**config.mk**
```make
export PLATFORM = sky130hd
export DESIGN_NAME = hazard_stall_unit_flat
export DESIGN_NICKNAME = d
export VERILOG_FILES = /design/src/rtl/hazard_stall_unit_if.sv /design/src/rtl/hazard_stall_unit.sv /design/src/flat_wrapper.sv
export SDC_FILE = /design/constraint.sdc
export NUM_CORES = 1
export LEC_CHECK = 0
export BUFFER_PORTS_ARGS = -buffer_cell sky130_fd_sc_hd__buf_2
export CAP_MARGIN = 30
export CORE_UTILIZATION = 40
export CTS_CLUSTER_SIZE = 10
export DETAILED_ROUTE_END_ITERATION = 8
export SLEW_MARGIN = 20
export SYNTH_ARGS = -nofsm -noshare
export SYNTH_HDL_FRONTEND = slang
export SYNTH_SLANG_ARGS = --single-unit
```
**constraint.sdc**
```tcl
create_clock -name clk -period 2.5 [get_ports clk]
set_input_delay 0.25 -clock clk [delete_from_list [all_inputs] [get_ports clk]]
set_output_delay 0.25 -clock clk [all_outputs]
set_load 0.05 [all_outputs]
```
**src/rtl/hazard_stall_unit_if.sv**
```systemverilog
// Pipeline hazard control bundle: ID/EXE observations in, stall/bubble/flush controls out.
interface hazard_stall_unit_if #(
   parameter int CNT_WIDTH = 32
);
   logic [4:0]           addr1;
   logic [4:0]           addr2;
   logic                 id_uses_rs1;
   logic                 id_uses_rs2;
   logic [6:0]           id_opcode;
   logic [4:0]           exe_addr;
   logic                 exe_mem_read;
   logic                 exe_div;
   logic                 branch_taken;
   logic                 pc_stall;
   logic                 if_id_stall;
   logic                 id_exe_stall;
   logic                 id_exe_bubble;
   logic                 exe_mem_bubble;
   logic                 if_id_flush;
   logic                 div_busy;
   logic [CNT_WIDTH-1:0] stall_count;

   modport master (
      output addr1, addr2, id_uses_rs1, id_uses_rs2, id_opcode,
             exe_addr, exe_mem_read, exe_div, branch_taken,
      input  pc_stall, if_id_stall, id_exe_stall, id_exe_bubble,
             exe_mem_bubble, if_id_flush, div_busy, stall_count
   );

   modport slave (
      input  addr1, addr2, id_uses_rs1, id_uses_rs2, id_opcode,
             exe_addr, exe_mem_read, exe_div, branch_taken,
      output pc_stall, if_id_stall, id_exe_stall, id_exe_bubble,
             exe_mem_bubble, if_id_flush, div_busy, stall_count
   );
endinterface

```
**src/rtl/hazard_stall_unit.sv**
```systemverilog
// Stall/flush controller for the hazards operand forwarding cannot resolve:
// load-use, multi-cycle divide occupancy and taken-branch redirects.
module hazard_stall_unit #(
   parameter int DIV_LATENCY = 32,
   parameter int CNT_WIDTH   = 32
) (
   input logic                clk,
   input logic                reset,
   hazard_stall_unit_if.slave bus
);
   localparam int DW = $clog2(DIV_LATENCY);
   localparam logic [6:0]           STORE_OPCODE = 7'b0100011;
   localparam logic [DW-1:0]        DIV_LOAD     = DW'(DIV_LATENCY - 2);
   localparam logic [DW-1:0]        DIV_ONE      = DW'(1'b1);
   localparam logic [CNT_WIDTH-1:0] CNT_ONE      = CNT_WIDTH'(1'b1);

   typedef enum logic [0:0] {
      RUN      = 1'b0,
      DIV_WAIT = 1'b1
   } state_t;

   state_t               state_r;
   logic [DW-1:0]        div_cnt_r;
   logic                 div_busy_r;
   logic [CNT_WIDTH-1:0] stall_count_r;

   logic lu_s;
   logic pc_stall_s;
   logic if_id_stall_s;
   logic id_exe_stall_s;
   logic id_exe_bubble_s;
   logic exe_mem_bubble_s;
   logic if_id_flush_s;

   // Store data is forwarded at MEM, so a store's rs2 alone never needs a load-use bubble.
   function automatic logic detect_load_use(
      input logic       mem_read,
      input logic [4:0] dst,
      input logic [4:0] rs1,
      input logic [4:0] rs2,
      input logic       uses_rs1,
      input logic       uses_rs2,
      input logic [6:0] opcode
   );
      logic rs1_hit;
      logic rs2_hit;
      rs1_hit = uses_rs1 && (rs1 == dst);
      rs2_hit = uses_rs2 && (rs2 == dst) && (opcode != STORE_OPCODE);
      return mem_read && (dst != 5'd0) && (rs1_hit || rs2_hit);
   endfunction

   assign lu_s = detect_load_use(bus.exe_mem_read, bus.exe_addr, bus.addr1, bus.addr2,
                                 bus.id_uses_rs1, bus.id_uses_rs2, bus.id_opcode);

   // Pipeline control decode: divide wait dominates, then branch, divide start, load-use.
   always_comb begin
      pc_stall_s       = 1'b0;
      if_id_stall_s    = 1'b0;
      id_exe_stall_s   = 1'b0;
      id_exe_bubble_s  = 1'b0;
      exe_mem_bubble_s = 1'b0;
      if_id_flush_s    = 1'b0;
      case (state_r)
         DIV_WAIT: begin
            pc_stall_s       = 1'b1;
            if_id_stall_s    = 1'b1;
            id_exe_stall_s   = 1'b1;
            exe_mem_bubble_s = 1'b1;
         end
         RUN: begin
            if (bus.branch_taken) begin
               if_id_flush_s   = 1'b1;
               id_exe_bubble_s = 1'b1;
            end else if (bus.exe_div) begin
               pc_stall_s       = 1'b1;
               if_id_stall_s    = 1'b1;
               id_exe_stall_s   = 1'b1;
               exe_mem_bubble_s = 1'b1;
            end else if (lu_s) begin
               pc_stall_s      = 1'b1;
               if_id_stall_s   = 1'b1;
               id_exe_bubble_s = 1'b1;
            end else begin
               pc_stall_s = 1'b0;
            end
         end
         default: begin
            pc_stall_s = 1'b0;
         end
      endcase
   end

   // Divide occupancy FSM and stall-cycle performance counter.
   always_ff @(posedge clk) begin
      if (reset) begin
         state_r       <= RUN;
         div_cnt_r     <= '0;
         div_busy_r    <= 1'b0;
         stall_count_r <= '0;
      end else begin
         if (pc_stall_s) begin
            stall_count_r <= stall_count_r + CNT_ONE;
         end else begin
            stall_count_r <= stall_count_r;
         end
         case (state_r)
            RUN: begin
               if (!bus.branch_taken && bus.exe_div) begin
                  state_r    <= DIV_WAIT;
                  div_cnt_r  <= DIV_LOAD;
                  div_busy_r <= 1'b1;
               end else begin
                  state_r    <= RUN;
                  div_busy_r <= 1'b0;
               end
            end
            DIV_WAIT: begin
               // Last wait cycle: the result enters EXE/MEM on the following cycle.
               if (div_cnt_r == '0) begin
                  state_r    <= RUN;
                  div_busy_r <= 1'b0;
               end else begin
                  div_cnt_r  <= div_cnt_r - DIV_ONE;
                  div_busy_r <= 1'b1;
               end
            end
            default: begin
               state_r    <= RUN;
               div_cnt_r  <= '0;
               div_busy_r <= 1'b0;
            end
         endcase
      end
   end

   assign bus.pc_stall       = pc_stall_s;
   assign bus.if_id_stall    = if_id_stall_s;
   assign bus.id_exe_stall   = id_exe_stall_s;
   assign bus.id_exe_bubble  = id_exe_bubble_s;
   assign bus.exe_mem_bubble = exe_mem_bubble_s;
   assign bus.if_id_flush    = if_id_flush_s;
   assign bus.div_busy       = div_busy_r;
   assign bus.stall_count    = stall_count_r;

endmodule

```
**src/flat_wrapper.sv**
```systemverilog
// flat-port wrapper written by rule: the top's interface ports become plain ports
module hazard_stall_unit_flat 
#(
   parameter int DIV_LATENCY = 32,
   parameter int CNT_WIDTH   = 32
)
  (clk, reset, bus_addr1, bus_addr2, bus_id_uses_rs1, bus_id_uses_rs2, bus_id_opcode, bus_exe_addr, bus_exe_mem_read, bus_exe_div, bus_branch_taken, bus_pc_stall, bus_if_id_stall, bus_id_exe_stall, bus_id_exe_bubble, bus_exe_mem_bubble, bus_if_id_flush, bus_div_busy, bus_stall_count);
  hazard_stall_unit_if #(.CNT_WIDTH(CNT_WIDTH)) bus_i ();
  input logic clk;
  input logic reset;
  input wire logic [$bits(bus_i.addr1)-1:0] bus_addr1;
  input wire logic [$bits(bus_i.addr2)-1:0] bus_addr2;
  input wire logic [$bits(bus_i.id_uses_rs1)-1:0] bus_id_uses_rs1;
  input wire logic [$bits(bus_i.id_uses_rs2)-1:0] bus_id_uses_rs2;
  input wire logic [$bits(bus_i.id_opcode)-1:0] bus_id_opcode;
  input wire logic [$bits(bus_i.exe_addr)-1:0] bus_exe_addr;
  input wire logic [$bits(bus_i.exe_mem_read)-1:0] bus_exe_mem_read;
  input wire logic [$bits(bus_i.exe_div)-1:0] bus_exe_div;
  input wire logic [$bits(bus_i.branch_taken)-1:0] bus_branch_taken;
  output wire logic [$bits(bus_i.pc_stall)-1:0] bus_pc_stall;
  output wire logic [$bits(bus_i.if_id_stall)-1:0] bus_if_id_stall;
  output wire logic [$bits(bus_i.id_exe_stall)-1:0] bus_id_exe_stall;
  output wire logic [$bits(bus_i.id_exe_bubble)-1:0] bus_id_exe_bubble;
  output wire logic [$bits(bus_i.exe_mem_bubble)-1:0] bus_exe_mem_bubble;
  output wire logic [$bits(bus_i.if_id_flush)-1:0] bus_if_id_flush;
  output wire logic [$bits(bus_i.div_busy)-1:0] bus_div_busy;
  output wire logic [$bits(bus_i.stall_count)-1:0] bus_stall_count;
  assign bus_i.addr1 = bus_addr1;
  assign bus_i.addr2 = bus_addr2;
  assign bus_i.id_uses_rs1 = bus_id_uses_rs1;
  assign bus_i.id_uses_rs2 = bus_id_uses_rs2;
  assign bus_i.id_opcode = bus_id_opcode;
  assign bus_i.exe_addr = bus_exe_addr;
  assign bus_i.exe_mem_read = bus_exe_mem_read;
  assign bus_i.exe_div = bus_exe_div;
  assign bus_i.branch_taken = bus_branch_taken;
  assign bus_pc_stall = bus_i.pc_stall;
  assign bus_if_id_stall = bus_i.if_id_stall;
  assign bus_id_exe_stall = bus_i.id_exe_stall;
  assign bus_id_exe_bubble = bus_i.id_exe_bubble;
  assign bus_exe_mem_bubble = bus_i.exe_mem_bubble;
  assign bus_if_id_flush = bus_i.if_id_flush;
  assign bus_div_busy = bus_i.div_busy;
  assign bus_stall_count = bus_i.stall_count;
  hazard_stall_unit #(.DIV_LATENCY(DIV_LATENCY), .CNT_WIDTH(CNT_WIDTH)) u_core (.clk(clk), .reset(reset), .bus(bus_i));
endmodule
```
Word-level counts from Yosys, hierarchy flattened
Index checks and enable logic that the tools add are counted.
{"block": "op_classes", "reduce_logical": 11, "n_bitwise": 1, "n_eq_ne": 5, "muxes": 18, "n_addsub": 2}
{"operator": "$add 32x1->32 const B", "count": 1}
{"operator": "$mux 1", "count": 12}
{"operator": "$eq 5x5->1", "count": 2}
{"operator": "$mux 5", "count": 2}
{"operator": "$pmux 5 s2", "count": 1}
{"operator": "$ne 7x6->1 const B", "count": 1}
{"operator": "$logic_and 1x1->1", "count": 6}
{"operator": "$pmux 1 s2", "count": 3}
{"operator": "$logic_not 5->1", "count": 1}
{"operator": "$reduce_bool 5->1", "count": 1}
{"operator": "$sub 5x1->5 const B", "count": 1}
{"operator": "$ne 2x1->1 const B", "count": 1}
{"operator": "$ne 2x2->1 const B", "count": 1}
{"operator": "$reduce_and 2->1", "count": 1}
{"operator": "$logic_not 1->1", "count": 1}
{"operator": "$logic_or 1x1->1", "count": 1}
{"operator": "$not 1->1", "count": 1}
{"block": "word_totals", "register_bits": 38, "input_bits": 29, "output_inout_bits": 39}

Longest topological paths before layout
{"block": "logic_depth", "word_depth": 9, "ltp_mapped": 7}

Worst setup path before layout
OpenSTA, ideal clock, no wires.
{"block": "synth_timing", "path_type": "reg2out", "start": "register u_core.state_r", "end": "output port bus_pc_stall", "path_stages_with_launch": 8, "t_arrival_ps": 2695, "path_buffers": 3, "setup_slack_ps": -445, "path_cell_list": "dfxtp_1 -> buf_2 -> nor2_1 -> nor2_1 -> o21ai_4 -> buf_6 -> nand2_1 -> buf_4"}
{"block": "synth_between", "elab_chain_cells": 2}
{"item": "start, declared", "line": "hazard_stall_unit.sv:22", "text": "state_t state_r;"}
{"item": "start signal, assigned", "line": "hazard_stall_unit.sv:96", "text": "state_r <= RUN;"}
{"item": "start signal, assigned", "line": "hazard_stall_unit.sv:109", "text": "state_r <= DIV_WAIT;"}
{"item": "start signal, assigned", "line": "hazard_stall_unit.sv:113", "text": "state_r <= RUN;"}
{"item": "$not 1->1"}
{"item": "$pmux 1 s2 *"}
{"item": "end, declared", "line": "flat_wrapper.sv:20", "text": "output wire logic [$bits(bus_i.pc_stall)-1:0] bus_pc_stall;"}
Mark *: on every way between the ends. The rest lies on a longest branch, timed or not.

Worst setup path after layout
{"block": "layout_timing", "start": "input port bus_id_opcode[2]", "end": "output port bus_pc_stall"}
{"block": "layout_between", "elab_chain_cells": 8}
{"item": "start, declared", "line": "flat_wrapper.sv:15", "text": "input wire logic [$bits(bus_i.id_opcode)-1:0] bus_id_opcode;"}
{"item": "$ne 7x6->1", "line": "hazard_stall_unit.sv:48", "text": "rs2_hit = uses_rs2 && (rs2 == dst) && (opcode != STORE_OPCODE);"}
{"item": "$logic_and 1x1->1", "line": "hazard_stall_unit.sv:48"}
{"item": "$logic_or 1x1->1", "line": "hazard_stall_unit.sv:49", "text": "return mem_read && (dst != 5'd0) && (rs1_hit || rs2_hit);"}
{"item": "$logic_and 1x1->1", "line": "hazard_stall_unit.sv:49"}
{"item": "$mux 1", "line": "hazard_stall_unit.sv:79", "text": "end else if (lu_s) begin"}
{"item": "$mux 1", "line": "hazard_stall_unit.sv:74", "text": "end else if (bus.exe_div) begin"}
{"item": "$mux 1", "line": "hazard_stall_unit.sv:71", "text": "if (bus.branch_taken) begin"}
{"item": "$pmux 1 s2", "line": "hazard_stall_unit.sv:63", "text": "case (state_r)"}
No other way between the ends.

==> metrics.json <==
{
  "timing.critical_path.mode_cell": {"value": "buf_2"},
  "worstPathBufferInverterCount": {"value": 3},
  "path_max_fanout": {"value": 9},
  "power.density_cell_area": {"value": 434, "unit": "nW/µm²"},
  "unrepaired_setup_endpoints_after_global_routing": {"value": "no"},
  "synthesis.area_per_instance": {"value": 8.28, "unit": "µm²"},
  "cp_cell_sequence": {"value": "buf_2 -> or4b_4 -> nor3_4 -> nor3_2 -> o21ai_4 -> buf_4 -> nand2_1 -> buf_2"},
  "port_buffers": {"value": 67},
  "final.hold.worst_slack": {"value": 0.479, "unit": "ns"},
  "place.gp.congestion": {"value": 0.794},
  "place_ws": {"value": 0.235, "unit": "ns"},
  "synthesized_nets": {"value": 331},
  "crit_path_capture_type": {"value": "output pin"},
  "timing.final.ws_setup": {"value": 0.254, "unit": "ns"},
  "worstSkewPairLatency": {"value": 0.29, "unit": "ns"},
  "final_cell_count_without_fillers": {"value": 443},
  "final_net_count": {"value": 399},
  "worst_path_max_delay_cell": {"value": "or4b_4"},
  "drtIter0Drc": {"value": 104},
  "final_hold_violation_count": {"value": 0},
  "slew-limit-headroom": {"value": 0.570},
  "floorplan.rows": {"value": 28},
  "vdd_ir_drop_max": {"value": 271, "unit": "µV"},
  "chipWidth": {"value": 80.7, "unit": "µm"},
  "cts_setup_buffers": {"value": 0},
  "dieArea": {"value": 6510, "unit": "µm²"},
  "drtAntennaViolNets": {"value": 0},
  "hp-start": {"value": "u_core.div_cnt_r[0]"},
  "nFillCells": {"value": 606},
  "synth-seq-area-share": {"value": 0.307},
  "setup.worst_path.start": {"value": "bus_id_opcode[2]"},
  "critical-path-top-delay-family": {"value": "simple AND/OR/NAND/NOR gates"},
  "viasPerCell": {"value": 5.25},
  "start_util": {"value": 0.416},
  "report.final.setup_viol": {"value": 0},
  "placeableCoreArea": {"value": 5960, "unit": "µm²"},
  "routed_wire_length_per_instance": {"value": 13.3, "unit": "µm"},
  "min_period_over_period": {"value": 0.899},
  "fin_setup_tns": {"value": 0, "unit": "ns"},
  "tritoncts": {"value": "yes"},
  "grt_pass1_wl": {"value": 9740, "unit": "µm"},
  "share_of_synthesized_flip_flops_with_an_asynchronous_set_or_reset": {"value": 0},
  "timing.rr.start": {"value": "u_core.bus.stall_count[4]"},
  "number_of_flops_mapped_to_enable_cells_by_yosys": {"value": 0},
  "cts.repair.resized": {"value": 0},
  "remaining_drc_errors": {"value": 0},
  "antenna_found_initial": {"value": 0},
  "numClockSinks": {"value": 38},
  "cellLeakagePower": {"value": 1.30, "unit": "nW"},
  "grt.overflow.total": {"value": 0},
  "layout_min_cycle_time": {"value": 2.25, "unit": "ns"},
  "status": {"value": "finished clean"},
  "skew": {"value": 0.0135, "unit": "ns"},
  "ys.flop_type": {"value": "dfxtp_1"},
  "post-dp-hpwl": {"value": 4360, "unit": "µm"},
  "worst-endpoint-arrival": {"value": 2.00, "unit": "ns"},
  "finalPower": {"value": 1.30, "unit": "mW"},
  "worst-setup-path-type": {"value": "input pin to output pin"},
  "ys_types": {"value": 46},
  "ctsHtreeMaxLevel": {"value": 2},
  "cts-hold-fix-buffers": {"value": 0},
  "clock_tree.root_cell": {"value": "clkbuf_8"},
  "max-cap-violations": {"value": 0},
  "grt_start_max_net_pins": {"value": 68},
  "slew_viol_final": {"value": 0},
  "final_design_area_no_fill": {"value": 3000, "unit": "µm²"},
  "synth_warnings": {"value": 0},
  "tightest_slew": {"value": 0.645, "unit": "ns"},
  "drive_gt1_frac": {"value": 0.313},
  "grt.total_usage": {"value": 0.192},
  "cts-buffers-inserted": {"value": 5},
  "critPathMaxStageDelay": {"value": 0.54, "unit": "ns"},
  "drt-pass1-iter-count": {"value": 5},
  "postSynthRegisterBits": {"value": 38},
  "start_kind": {"value": "input pin"},
  "area_growth_syn_to_layout": {"value": 21.1, "unit": "%"},
  "worstHoldPathType": {"value": "flop to flop"},
  "routed_wirelength": {"value": 5890, "unit": "µm"},
  "mappedNetlistArea": {"value": 2470, "unit": "µm²"},
  "clock_tree.buffer_depth": {"value": 2},
  "io-pin-count": {"value": 68},
  "postSynthCellCount": {"value": 299},
  "die_outline_height": {"value": 80.7, "unit": "µm"},
  "path_clk_slew": {"value": 0.07, "unit": "ns"},
  "cp.required": {"value": 2.25, "unit": "ns"},
  "number_of_diodes_added_for_antenna_fixing": {"value": 0},
  "maxClockFrequency": {"value": 445, "unit": "MHz"},
  "post_detailed_placement_cell_area": {"value": 2900, "unit": "µm²"},
  "vias": {"value": 2325},
  "number_of_global_route_vias_before_repair": {"value": 2050},
  "numPlacedInstances": {"value": 435},
  "final_core_utilization": {"value": 0.503}
}
==> power by group <==
part	switching, mW	internal (mW)
Sequential	0.0148	0.619
Combinational	0.152	0.0749
Clock	0.219	0.222
==> synthesized netlist by cell type (3+ instances only) <==
cell type | number | area, µm²
buf_4 | 4 | 30.0
nor2_1 | 42 | 158
dfxtp_1 | 38 | 761
o21ai_0 | 3 | 15.0
and4_1 | 4 | 35.0
a21oi_1 | 17 | 85.1
nand2b_1 | 3 | 18.8
and3_1 | 6 | 37.5
mux2_2 | 5 | 56.3
nor2b_1 | 28 | 175
ha_1 | 3 | 37.5
mux2_4 | 7 | 105
mux2_1 | 17 | 191
clkbuf_1 | 10 | 37.5
a211oi_1 | 4 | 30.0
xnor2_1 | 6 | 52.6
nand4_1 | 6 | 37.5
a21oi_2 | 8 | 70.1
nor3_1 | 5 | 25.0
nand2_1 | 18 | 67.6
nand3_1 | 24 | 120
inv_1 | 5 | 18.8
xor2_1 | 4 | 35.0
o22ai_1 | 3 | 18.8
==> worst min-delay path, cell delays in order, from the launching register on <==
cell	delay [ns]
dfxtp_1	0.33
nand2_1	0.06
a21oi_1	0.05
==> path summary, 6_finish.rpt <==
kind | to | slack, ns | depth (start not counted)
worst max-delay path | bus_pc_stall | 0.25 | 8
worst max register to register | u_core.bus.stall_count[21] | 0.29 | 6
worst min-delay path | u_core.div_cnt_r[0] | 0.48 | 2
worst min register to register | u_core.div_cnt_r[0] | 0.48 | 2
==> per-layer routing <==
metal  up-vias  routed length [µm]  track usage
met5         -                   0            0
met4         0                  42       0.0411
met3         5                 169       0.0341
met2        41                2850        0.332
met1      1086                2840        0.247
li1       1193                   -            -
==> area by class of cell <==
class                      count  area (µm²)  area share
inverter                       6        22.5     0.00751
clock inverter                 2        12.5     0.00417
clock buffer                   6        82.6      0.0275
timing repair buffer          77         410       0.137
tap                           75        93.8      0.0313
sequential                    38         761       0.254
multi-input combinational    239        1620       0.539
==> cell usage in the layout, fill, tap and decap left out, types with 2 or more instances in the layout <==
cell type,synthesis,layout
mux2_2,5,5
o21ai_1,2,2
clkbuf_8,0,6
nand2_1,18,18
nor2_1,42,41
inv_1,5,5
or4_1,2,2
a21o_1,2,2
and3_1,6,6
nor3_1,5,5
a21oi_2,8,8
ha_1,3,3
o22ai_1,3,3
o21ai_0,3,3
mux2_4,7,7
a21oi_1,17,17
and4_1,4,4
a21boi_1,2,2
buf_2,1,67
buf_4,4,10
and2_1,2,2
nor2b_1,28,28
dfxtp_1,38,38
nand2b_1,3,3
a2111oi_2,2,2
nand3_1,24,24
nand4_1,6,6
xor2_1,4,4
a21boi_0,2,2
a211oi_1,4,4
mux2_1,17,17
xnor2_1,6,6
==> flip-flops by register name, indices dropped and copies added, names as in the netlist <==
name                    cells
u_core.bus.stall_count     32
u_core.div_cnt_r            5
u_core.state_r              1
==> cells by family after synthesis <==
logic type | synth area share
AND/OR/NAND/NOR | 0.313
AO/OA/AOI/OAI | 0.143
flip-flops | 0.307
multiplexers | 0.143
buffers and inverters | 0.0430
XOR/XNOR | 0.0354
adder cells (fa/ha/maj) | 0.0152
No activity file was read; power rests on OpenSTA's default activity.
